<file path="src/rtl/obuffer_drain.sv">
// Write-back buffer: collects result bytes into a small FIFO, then drains them
// in order to SDRAM over a req/ack port with an auto-incrementing address.
module obuffer_drain #(
  parameter int DEPTH  = 4,
  parameter int ADDR_W = 16
) (
  input  logic              clk,
  input  logic              nrst,
  input  logic              load_addr,
  input  logic [ADDR_W-1:0] start_addr,
  input  logic              push,
  input  logic [7:0]        push_data,
  input  logic              flush,
  output logic              full,
  output logic              busy,
  output logic              wr_req,
  output logic [ADDR_W-1:0] wr_addr,
  output logic [7:0]        wr_data,
  input  logic              wr_ack,
  output logic              done
);
  localparam int PW = $clog2(DEPTH);
  localparam int CW = PW + 1;
  localparam logic [CW-1:0] CNT_FULL = CW'(DEPTH);

  typedef enum logic [1:0] {IDLE, WRITE, DONE} state_t;

  state_t                  state_q, state_d;
  logic [DEPTH-1:0][7:0]   mem_q, mem_d;
  logic [PW-1:0]           head_q, head_d, tail_q, tail_d;
  logic [CW-1:0]           count_q, count_d;
  logic [ADDR_W-1:0]       addr_q, addr_d;
  logic                    push_ok;

  always_ff @(posedge clk or negedge nrst) begin
    if (!nrst) begin
      state_q <= IDLE;
      mem_q   <= '0;
      head_q  <= '0;
      tail_q  <= '0;
      count_q <= '0;
      addr_q  <= '0;
    end else begin
      state_q <= state_d;
      mem_q   <= mem_d;
      head_q  <= head_d;
      tail_q  <= tail_d;
      count_q <= count_d;
      addr_q  <= addr_d;
    end
  end

  always_comb begin
    state_d = state_q;
    mem_d   = mem_q;
    head_d  = head_q;
    tail_d  = tail_q;
    count_d = count_q;
    addr_d  = addr_q;
    push_ok = 1'b0;
    case (state_q)
      IDLE: begin
        if (load_addr) addr_d = start_addr;
        push_ok = push && (count_q != CNT_FULL);
        if (push_ok) begin
          mem_d[tail_q] = push_data;
          tail_d        = tail_q + 1'b1;
          count_d       = count_q + 1'b1;
        end
        // a same-cycle push counts toward the flush decision
        if (count_d == CNT_FULL) state_d = WRITE;
        else if (flush)          state_d = (count_d != '0) ? WRITE : DONE;
      end
      WRITE: begin
        if (wr_ack) begin
          head_d  = head_q + 1'b1;
          count_d = count_q - 1'b1;
          addr_d  = addr_q + 1'b1;
          if (count_q == CW'(1)) state_d = DONE;
        end
      end
      DONE:    state_d = IDLE;
      default: state_d = IDLE;
    endcase
  end

  assign busy    = (state_q != IDLE);
  assign full    = busy || (count_q == CNT_FULL);
  assign wr_req  = (state_q == WRITE);
  assign done    = (state_q == DONE);
  assign wr_addr = addr_q;
  assign wr_data = mem_q[head_q];
endmodule
</file>
<file path="config.mk">
export PLATFORM = sky130hd
export DESIGN_NAME = obuffer_drain
export DESIGN_NICKNAME = d
export VERILOG_FILES = /design/src/rtl/obuffer_drain.sv
export SDC_FILE = /design/constraint.sdc
export NUM_CORES = 1
export LEC_CHECK = 0
export BUFFER_PORTS_ARGS = -buffer_cell sky130_fd_sc_hd__buf_2
export CAP_MARGIN = 15
export CORE_MARGIN = 1
export CORE_UTILIZATION = 51
export CTS_CLUSTER_DIAMETER = 120
export DETAILED_ROUTE_END_ITERATION = 10
export PLACE_DENSITY = 0.84
export SLEW_MARGIN = 15
export SYNTH_ARGS = -nofsm -noshare
export SYNTH_HDL_FRONTEND = slang
export SYNTH_SLANG_ARGS = --single-unit
</file>
<file path="constraint.sdc">
create_clock -name clk -period 1.7 [get_ports clk]
set_clock_uncertainty 0.1 [all_clocks]
set_input_delay 0 -clock clk [delete_from_list [all_inputs] [get_ports clk]]
set_output_delay 0 -clock clk [all_outputs]
set_load 0.01 [all_outputs]
</file>
# After elaboration in Yosys (flattened, before gate mapping)
# Cells that the tools add are included.
# Widths: inputs -> output; s select.
op_classes:
  addsub: 5
  n_lt_le_gt_ge: 3
  n_eq_ne: 10
  n_mux: 18
  n_reduce_logical: 12
ops:
  columns: ["operator", "count"]
  rows:
  - ["$bwmux 32", 1]
  - ["$mux 16", 2]
  - ["$pmux 16 s2", 1]
  - ["$add 16x1->16 const B", 1]
  - ["$bmux 8 s2", 1]
  - ["$demux 8 s2", 1]
  - ["$mux 8", 2]
  - ["$mux 2", 5]
  - ["$mux 3", 3]
  - ["$eq 3x3->1 const B", 2]
  - ["$lt 2x3->1 const B", 2]
  - ["$ne 3x3->1 const B", 2]
  - ["$pmux 3 s2", 1]
  - ["$reduce_and 2->1", 3]
  - ["$reduce_and 3->1", 2]
  - ["$add 2x1->2 const B", 2]
  - ["$ne 2x1->1 const B", 2]
  - ["$pmux 2 s2", 1]
  - ["$reduce_bool 2->1", 2]
  - ["$add 3x1->3 const B", 1]
  - ["$eq 3x1->1 const B", 1]
  - ["$reduce_bool 3->1", 1]
  - ["$sub 3x1->3 const B", 1]
  - ["$eq 2x1->1 const B", 1]
  - ["6 further kinds", 7]
word_totals:
  regBits: 57
  in_bits: 30
  output_inout_bits: 28
  word_cells: 57

# Longest topological paths before layout
logic_depth:
  ltp_word: 9
  depth_mapped: 7
  ltp_nobuf: 6

# Worst setup path after synthesis
# Ideal clock, no wire load.
synth_timing:
  kind: "register to register"
  start: "register count_q[0]"
  end: "register mem_q[0] in the netlist's numbering"
  setup_time_ns: 0.125
  arrival_ns: 1.642
  required_time_ns: 1.475
  slack_ns: -0.167
  stages_incl_launch_ff: 8
  path_buffers: 1
  period_less_slack_ns: 1.867
  path_cell_list: "dfrtp_1 inv_1 ha_1 a21boi_4 nor2b_4 buf_8 nand2_8 mux2_4"
synth_between:
  elab_chain_len: 3
synth_lines:
  columns: ["element", "line_no", "source"]
  rows:
  - ["start, declared", "31", "logic [CW-1:0] count_q, count_d;"]
  - ["start signal, assigned", "48", "count_q <= count_d;"]
  - ["$ne 3x3->1", "64", "push_ok = push && (count_q != CNT_FULL);"]
  - ["$logic_and 1x1->1", "64", null]
  - ["$reduce_and 2->1 (no line)", null, null]
  - ["end signal, assigned", "45", "mem_q <= mem_d;"]
  - ["end, declared", "29", "logic [DEPTH-1:0][7:0] mem_q, mem_d;"]
# No other way between the ends.
# A chain may end at the register's enable or synchronous reset.

# Worst setup path after layout
layout_timing:
  start: "register addr_q[3], in the netlist wr_addr[3]"
  end: "register addr_q[11], in the netlist wr_addr[11]"
layout_between:
  elab_chain_len: 3
layout_lines:
  columns: ["element", "line_no", "source"]
  rows:
  - ["start, declared", "32", "logic [ADDR_W-1:0] addr_q, addr_d;"]
  - ["start signal, assigned", "49", "addr_q <= addr_d;"]
  - ["$add 16x1->16", "78", "addr_d = addr_q + 1'b1;"]
  - ["$mux 16", "75", "if (wr_ack) begin"]
  - ["$pmux 16 s2", "61", "case (state_q)"]
# No other way between the ends. The select of a mux whose other input is x is not followed.

==> reports/metrics.cfg <==
[outcome]
outcome=finished, violations left
violations=negative setup slack

[floorplan]
dieHeight_um=81.8
ios=58
die_width_um=81.8
fp.dieArea_um2=6690
core_um2=6030
effective_utilization_at_floorplan_pct=53.9
row_count=28

[worst_setup_path]
cp_required_ns=1.82
worst_setup_path_end_kind=register
crit_path_start_kind=register
cp_max_fo=6
crit_path_cell_trace=nand2_1 -> nor4_2 -> o21ai_0 -> a211o_1
reg2reg_from=wr_addr[3]
crit_path_top_delay_cell=sky130_fd_sc_hd__dfrtp_1
critical_path_arrival_ns=1.89
r2r_slack_ns=-0.07
r2r_cells=4
worstSetupPathType=reg -> reg
worstReg2RegEnd=wr_addr[11]
critPathMaxStageDelay_ns=0.44

[placement]
dpl_worst_slack_ns=-0.0452
numPortBuffers=57
post-dp-hpwl_um=4940
dp.cells=411
gp_routability_congestion=0.846

[logic_synthesis]
multiplexer_share_of_the_synthesized_area_pct=21.3
netlist-cell-type-count=52
post_synth_xor_area_fraction_pct=1.08
synth.yosys.warnings=0
synth-simple-area-share_pct=13.8
synth_area_per_cell_um2=12.2
post_synth_inst_count=266
share_of_the_synthesized_area_in_compound_gates_ao_oa_aoi_oai_pct=12.6
synth-seq-area-share_pct=43.9
yosys.area_share.adder_pct=3.47
synth-main-ff-cell=sky130_fd_sc_hd__dfrtp_1
synthArstFlopShare_pct=100
synth.net_count=305
post_synth_instance_area_um2=3250
synth_enable_flop_cells=0
synth_top_family_by_area=multiplexers
synth.ff_latch_count=57

[timing]
drv_slew=0
setup_violations=34
timing_hold_violations_final=0
timing_worst_slew_pin_value_ns=0.431
grt_setup_unrepaired=yes
layout_min_cycle_time_ns=1.77
fmax_mhz=566
timing.slew.headroom_pct=71.2
period_utilization_pct=104
postLayoutSetupSlackWorst_ns=-0.0679

[detailed_routing]
postRouteWirelength_um=8250
avgRoutedWirePerCell_um=17.8
avgViaCountPerCell=5.76
total_vias_in_the_final_route=2671
ant_nets=0
dr.pass1.iters=5
initialDrtViolationCount=154
post-route-drc-count=0

[cts]
worstSkewPairLatency_ns=0.33
tritoncts=built
worst_setup_hold_path_clk_slew_ns=0.07
cts_sinks=57
number_of_buffers_created_by_cts=9
clock_path_buffers=2
cts_root_buffer=sky130_fd_sc_hd__clkbuf_8
cts.htree.levels=3

[finish]
multi_input_comb_area_um2=1790
antennaDiodeCount=0
nNetsFinal=423
register_area_um2=1430
layoutNonFillerInstCount=464
fin_util_pct=74.8
layout_cell_share_with_drive_strength_beyond_1_pct=46.8
fillerInstances=384
areaGrowthSynthToFinish_pct=38.8

[global_routing]
grt_pass1_wl_um=12800
first_global_vias=2630
initial_antenna_violation_count=0
largest_net_degree_at_the_start_of_global_routing=58
total_grt_usage_pct=26.1
grt_overflow_total=0

[power]
vdd_drop_max_uv=1300
static-leakage-power_nw=2.16
power_density_nw_per_um2=2030

[worst_hold_path]
min_delay_worst_endpoint=state_q[1]
hold-path-cell-count=4
hold_path.startpoint=push
timing.hold.worst.class=in -> reg

[run]
max_cap_violations=0

==> worst max-delay path: cells and delay by family, from the launching register on <==
| family | cells | cell delay (ns) |
|---|---|---|
| AO/OA/AOI/OAI | 2 | 0.48 |
| flip-flops | 1 | 0.44 |
| AND/OR/NAND/NOR | 2 | 0.65 |
==> flip-flops by register name, indices dropped and copies added (netlist names) <==
signal	cells
count_q	3
head_q	2
mem_q	32
state_q	2
tail_q	2
wr_addr	16
==> area by class of cell <==
cell class,instances,area share (%)
clock inverters,4,2.19
repair buffers,122,20.3
flip-flops and latches,57,31.7
well taps,75,2.08
clock buffers,12,3.44
multi-input cells,187,39.7
inverters,7,0.638
==> synth_stat cells, drive strengths merged (2+ instances only) <==
cell type	instances	area [um2]
mux4	8	180
a21oi	15	75.1
mux2	33	492
or2	2	15.0
clkbuf	3	11.3
nor2b	4	32.5
nor4	3	25.0
o21ai	11	55.1
nand3	7	40.0
o22ai	5	31.3
nand2	25	159
xnor2	4	35.0
a2bb2oi	3	26.3
ha	9	113
a21o	4	30.0
and2	3	18.8
o41ai	2	17.5
dfrtp	57	1430
o21a	2	15.0
and4	3	26.3
mux2i	2	20.0
a211o	2	17.5
nand4	5	31.3
buf	12	86.3
a22o	2	17.5
inv	7	26.3
a31oi	4	25.0
nand2b	2	20.0
nor2	11	41.3
o22a	3	26.3
and3	2	12.5
nor3	3	15.0
==> logic make-up after synthesis <==
kind of cell    after synthesis
compound gates               60
xor+xnor                      4
fa+ha+maj                     9
buf+inv                      22
flops                        57
mux                          43
simple gates                 71
==> worst max path at each step <==
stage / from / endpoint / slack [ns] / depth (start not counted)
6_report: wr_addr[3] / wr_addr[11] / -0.07 / 4
3_5_place_dp: count_q[0] / mem_q[2] / -0.05 / 7
2_1_floorplan: count_q[0] / mem_q[0] / -0.03 / 7
5_1_grt: count_q[0] / state_q[0] / -0.1 / 7
3_3_place_gp: count_q[0] / state_q[1] / -0.03 / 6
4_1_cts: count_q[0] / mem_q[2] / -0.03 / 7
==> cell usage in the layout, fill, tap and decap left out, types with 3 or more instances in the layout <==
cell	instances
sky130_fd_sc_hd__buf_4	33
sky130_fd_sc_hd__clkbuf_8	11
sky130_fd_sc_hd__mux4_2	8
sky130_fd_sc_hd__xnor2_1	4
sky130_fd_sc_hd__dlygate4sd3_1	27
sky130_fd_sc_hd__nor2_1	11
sky130_fd_sc_hd__a21o_1	4
sky130_fd_sc_hd__inv_1	4
sky130_fd_sc_hd__a21oi_1	13
sky130_fd_sc_hd__a31oi_1	3
sky130_fd_sc_hd__nand3_1	6
sky130_fd_sc_hd__dfrtp_1	55
sky130_fd_sc_hd__o22a_1	3
sky130_fd_sc_hd__buf_2	54
sky130_fd_sc_hd__nand4_1	5
sky130_fd_sc_hd__nor3_1	3
sky130_fd_sc_hd__nand2_1	21
sky130_fd_sc_hd__nand2_8	4
sky130_fd_sc_hd__ha_1	6
sky130_fd_sc_hd__bufinv_16	3
sky130_fd_sc_hd__buf_12	4
sky130_fd_sc_hd__buf_6	4
sky130_fd_sc_hd__o21ai_0	11
sky130_fd_sc_hd__mux2_4	32
sky130_fd_sc_hd__o22ai_1	5
sky130_fd_sc_hd__and2_1	3
==> what timing repair did <==
action	CTS	global route
hold buffers	27	0
endpoints found under the setup margin	41	56
resized for setup	1	23
hold endpoints to repair	110	0
pin swaps	1	2
setup buffers	4	6
==> power breakdown <==
group | switching, mW | internal [mW]
Combinational | 2.18 | 2.69
Sequential | 0.625 | 2.04
Clock | 0.557 | 1.06
==> metal layers <==
metal | vias to the layer above | wire length (um) | GRT usage (%) | share of wire (%)
met1 | 1293 | 3450 | 32.0 | 42
met4 | 0 | 224 | 7.54 | 2.7
met2 | 130 | 4130 | 44.5 | 50
li1 | 1219 | - | - | -
met3 | 29 | 447 | 7.44 | 5.4
met5 | - | 0 | 0 | 0
==> stage by stage <==
stage                     power (mW)  setup TNS [ns]  hold slack (ns)  instance area, um2
after floorplan                 5.52           -1.09           -0.396                3270
after global placement          6.75         -0.0275          -0.0767                3800
after detailed placement        6.94          -0.989          -0.0738                3800
after CTS                       8.71          -0.624           0.0836                4360
after global routing            9.73           -3.14           0.0986                4510
final                           9.15          -0.787           0.0674                4510
(Power assumes the default switching activity.)
